[config.mk]
export PLATFORM = sky130hd
export DESIGN_NAME = prog_sequencer
export DESIGN_NICKNAME = d
export VERILOG_FILES = /design/src/rtl/prog_sequencer.sv
export SDC_FILE = /design/constraint.sdc
export NUM_CORES = 1
export LEC_CHECK = 0
export ABC_AREA = 1
export ABC_CLOCK_PERIOD_IN_PS = 2350
export CAP_MARGIN = 15
export CORE_ASPECT_RATIO = 1.25
export CORE_UTILIZATION = 50
export CTS_CLUSTER_SIZE = 25
export DETAILED_ROUTE_END_ITERATION = 8
export GPL_ROUTABILITY_DRIVEN = 0
export PLACE_DENSITY = 0.75
export SKIP_CTS_REPAIR_TIMING = 1
export SYNTH_ARGS = -nofsm -noshare
export SYNTH_HDL_FRONTEND = slang
export SYNTH_SLANG_ARGS = --single-unit
[constraint.sdc]
create_clock -name clk -period 2.35 [get_ports clk]
set_clock_uncertainty 0.05 [all_clocks]
set_input_delay 0.47 -clock clk [delete_from_list [all_inputs] [get_ports clk]]
set_output_delay 0.47 -clock clk [all_outputs]
set_load 0.03 [all_outputs]
[src/rtl/prog_sequencer.sv]
// prog_sequencer: program counter, req/done run control, registered ALU
// flags and a hardware call/return stack feeding instr_ROM.
// Optional feature macro: STACK_CHECK_EN (stack overflow/underflow detection
// with sticky stk_err; without it the stack wraps circularly).
module prog_sequencer #(
  parameter int D          = 12,
  parameter int OFF_W      = 8,
  parameter int DEPTH      = 4,
  parameter int START_ADDR = 0,
  parameter int HALT_ADDR  = 128
) (
  input  logic             clk,
  input  logic             reset,
  input  logic             req,
  input  logic             halt_en,
  input  logic             reljump_en,
  input  logic             absjump_en,
  input  logic             call_en,
  input  logic             ret_en,
  input  logic [D-1:0]     target,
  input  logic [OFF_W-1:0] offset,
  input  logic             flag_en,
  input  logic             sc_clr,
  input  logic             sc_i,
  input  logic             zero_i,
  input  logic             pari_i,
  output logic [D-1:0]     prog_ctr,
  output logic             sc_q,
  output logic             zero_q,
  output logic             pari_q,
  output logic             running,
  output logic             done,
  output logic             stk_err
);

  localparam int IDX_W = $clog2(DEPTH);
  localparam int SP_W  = IDX_W + 1;

  typedef enum logic [1:0] {
    IDLE = 2'd0,
    RUN  = 2'd1,
    DONE = 2'd2
  } state_t;

  state_t           state_q, state_d;
  logic [D-1:0]     pc_q, pc_d;
  logic [SP_W-1:0]  sp_q, sp_d;
  logic [D-1:0]     stk_q [DEPTH];
  logic [D-1:0]     stk_d [DEPTH];
  logic             sc_d, zero_d, pari_d;
  logic             fault;
  logic [D-1:0]     pc_inc;
  logic [D-1:0]     off_ext;
  logic [IDX_W-1:0] push_idx, pop_idx;

`ifdef STACK_CHECK_EN
  logic             stk_err_q, stk_err_d;
  assign stk_err = stk_err_q;
`else
  assign stk_err = 1'b0;
`endif

  assign prog_ctr = pc_q;
  assign running  = (state_q == RUN);
  assign done     = (state_q == DONE);

  // Next-state, next-PC, stack and flag computation
  always_comb begin
    state_d  = state_q;
    pc_d     = pc_q;
    sp_d     = sp_q;
    stk_d    = stk_q;
    fault    = 1'b0;
    pc_inc   = pc_q + D'(1);
    off_ext  = D'($signed(offset));
    push_idx = IDX_W'(sp_q);
    pop_idx  = IDX_W'(sp_q - SP_W'(1));
`ifdef STACK_CHECK_EN
    stk_err_d = stk_err_q;
`endif

    sc_d   = sc_clr ? 1'b0 : (flag_en ? sc_i : sc_q);
    zero_d = flag_en ? zero_i : zero_q;
    pari_d = flag_en ? pari_i : pari_q;

    case (state_q)
      IDLE: begin
        pc_d = D'(START_ADDR);
        if (req) state_d = RUN;
      end
      RUN: begin
        if (ret_en) begin
`ifdef STACK_CHECK_EN
          if (sp_q == '0) begin
            stk_err_d = 1'b1;
            fault     = 1'b1;
          end else begin
`else
          begin
`endif
            pc_d = stk_q[pop_idx];
            sp_d = sp_q - SP_W'(1);
          end
        end else if (call_en) begin
`ifdef STACK_CHECK_EN
          if (sp_q == SP_W'(DEPTH)) begin
            stk_err_d = 1'b1;
            fault     = 1'b1;
          end else begin
`else
          begin
`endif
            stk_d[push_idx] = pc_inc;
            sp_d            = sp_q + SP_W'(1);
            pc_d            = target;
          end
        end else if (absjump_en) begin
          pc_d = target;
        end else if (reljump_en) begin
          pc_d = pc_q + off_ext;
        end else begin
          pc_d = pc_inc;
        end
        // Halting on the computed next PC lets DONE coincide with HALT_ADDR load
        if (halt_en || fault || (pc_d == D'(HALT_ADDR))) state_d = DONE;
      end
      DONE: begin
        if (!req) begin
          state_d = IDLE;
          pc_d    = D'(START_ADDR);
        end
      end
      default: begin
        state_d = IDLE;
        pc_d    = D'(START_ADDR);
      end
    endcase
  end

  // State, PC, stack and flag registers with asynchronous active-low reset
  always_ff @(posedge clk or negedge reset) begin
    if (!reset) begin
      state_q <= IDLE;
      pc_q    <= D'(START_ADDR);
      sp_q    <= '0;
      for (int unsigned i = 0; i < DEPTH; i++) stk_q[i] <= '0;
      sc_q    <= 1'b0;
      zero_q  <= 1'b0;
      pari_q  <= 1'b0;
`ifdef STACK_CHECK_EN
      stk_err_q <= 1'b0;
`endif
    end else begin
      state_q <= state_d;
      pc_q    <= pc_d;
      sp_q    <= sp_d;
      stk_q   <= stk_d;
      sc_q    <= sc_d;
      zero_q  <= zero_d;
      pari_q  <= pari_d;
`ifdef STACK_CHECK_EN
      stk_err_q <= stk_err_d;
`endif
    end
  end

endmodule

==> reports/qor.yml <==
peakVddDrop_uv: 618
yosys_most_used_dff: "dfrtp_1"
maxSlewViolCount: 0
nets: 761
synthToLayoutAreaGrowth_pct: 32.3
syn_inst: 605
min_path_type: "in2async"
rrSetupSlack_ns: -0.02
netlist_area_mm2: 0.00428
ys_async_sr_fraction: 1.00
path_class: "in2reg"
wl_per_cell_um: 15.9
synth-adder-area-share: 0.0514
synth_top_family_by_area: "simple AND/OR/NAND/NOR gates"
root_buffer: "clkbuf_8"
rows: 37
cp.arrival_ns: 2.56
fin_crit_sh: 1.01
clkTransAtPathRegs_ns: 0.07
end_kind: "register"
synthMuxAreaShare: 0.0105
clock-sinks: 67
grt_pass1_vias: 4437
drc: 2
fmax_ghz: 0.421
drive_gt1_frac: 0.176
status: "finished, violations left"
cts-buffers-inserted: 9
io_buffers: 49
synth_seq_area_share: 0.391
cellLeakagePower_nw: 2.79
max_cap_viol_count: 0
max-slew-margin-rel: 0.524
synthDistinctLibCells: 38
vias_per_cell: 5.58
routed_wl_um: 13000
final_area_mm2: 0.00567
dpl.hpwl_um: 9480
dieArea_mm2: 0.00894
timing.rr.end: "state_q[1]"
r2r.worst_path.cells: 16
dp.cells: 795
clk_latency_ns: 0.36
layout_common_cells: "191 x nand2_1, 67 x o21ai_0, 67 x buf_4"
synth_largest_area_cell: "dfrtp_1"
rsz0062_at_grt: "true"
clock_path_buffers: 2
required_ns: 2.53
r2r_start: "prog_ctr[0]"
finish.utilization: 0.684
vias: 4537
grt_util_all_layers: 0.302
antenna_found_initial: 0
period_needed_ns: 2.38
n_antenna_cell: 0
final_cells: 813
setup_violations: 1
synth-compound-area-share: 0.147
hold_viol_final: 0
critPathCapture: "state_q[1]"
dr.pass1.iters: 7
ys_ff_latch: 67
place_area_mm2: 0.00531
synth_edf_count: 0
ys_top_cells_by_area: "dfrtp_1 39%, nand2_1 17%, o21ai_0 7.8%, nand3_1 5.8%, inv_1 5.3%"
grt_overflow: 0
drt_iter0_markers: 384
io_pins: 51
coreArea_mm2: 0.00829
startpoint: "offset[6]"
synth.net_count: 655
synth_xor_area_frac: 0.00789
crit_path_max_fanout: 4
yosys_warnings: 0
cts-htree-levels: 3
antenna_left: 0
violations: "DRC, setup timing"
yosys.area_share.simple: 0.302
yosys.area.top_type_share: 0.391
layout_commonest_cell: "nand2_1"
whs_ns: 0.110
start_kind: "primary input"
start_util: 0.517
tns_ns: -0.0267
tightestPinTransition_ns: 0.714
fillers: 689
die_x_um: 84.8
grt_max_degree: 28
grt_pass1_wl_um: 20900
die_h_um: 105
cts_tree: "yes"
syn_area_per_cell_um2: 7.08
p_per_area_mw_per_mm2: 1150
layout_setup_ws_ns: -0.0267
## how the worst min path moves through the flow
stage	cells after the start	startpoint	endpoint	slack, ns
after global routing	1	reset	stk_q[16]	0.17
after global placement	2	stk_q[2]	stk_q[2]	0.41
after CTS	1	reset	prog_ctr[3]	0.12
after detailed placement	2	stk_q[12]	stk_q[12]	0.42
after floorplan	0	reset	pari_q	0.12
final	1	reset	stk_q[24]	0.11
## power by group
group	switching, mW	total (mW)	internal [mW]
Combinational	2.10	3.61	1.50
Clock	0.469	1.12	0.650
Sequential	0.245	1.77	1.53
## kinds of logic after synthesis
kind of cell | Yosys count
multiplexers | 4
buffers and inverters | 89
AND/OR/NAND/NOR | 309
XOR/XNOR | 3
AO/OA/AOI/OAI | 115
adder cells (fa/ha/maj) | 17
other | 1
flip-flops | 67
## registers in the layout (all words and copies together) (netlist names)
signal,flops
pari_q,1
sc_q,1
state_q,2
prog_ctr,12
stk_q,48
zero_q,1
sp_q,2
## critical path, cell delays in order
cell and delay [ns]:
clkdlybuf4s50_1 0.41, ha_1 0.35, nand2_1 0.13, nor2_2 0.18, nand3_2 0.14, nand3_1 0.12
nand2_1 0.05, nand3_1 0.07, nand2_1 0.09, a21oi_2 0.20, nor2_1 0.08, nand3_1 0.09
nand2_1 0.07, nand2_1 0.06, nand2_1 0.05
## cells in the mapped netlist (5+ instances only)
master	n
ha_1	16
o21ai_0	67
clkbuf_1	10
o22ai_1	6
nand2_2	5
nand2_1	192
inv_1	60
a21oi_1	27
nand4_1	9
nor2_1	45
inv_2	5
nand3_1	50
buf_2	8
dfrtp_1	67
## cell type report
class                      count  area, um^2  share of cell area
tap                           97         121              0.0214
multi-input combinational    449        2340               0.413
clock inverter                 5        75.1              0.0132
inverter                      65         244              0.0430
clock buffer                  11         151              0.0267
timing repair buffer         119        1060               0.187
sequential                    67        1680               0.296
## metal layers
metal  share of wire  vias to the layer above  track usage
li1                -                     2178            -
met1            0.41                     2146        0.372
met2            0.49                      167        0.507
met3           0.043                       46       0.0337
met4           0.052                        0        0.185
met5               0                        -            0
## through the flow
step	setup slack, ns	power, mW
CTS	-0.215	6.32
global placement	-0.535	5.09
global route	-0.271	6.96
detailed placement	-0.556	5.18
finish	-0.0267	6.50
floorplan	0.00397	3.79
Power figures use the tool's default switching activity.
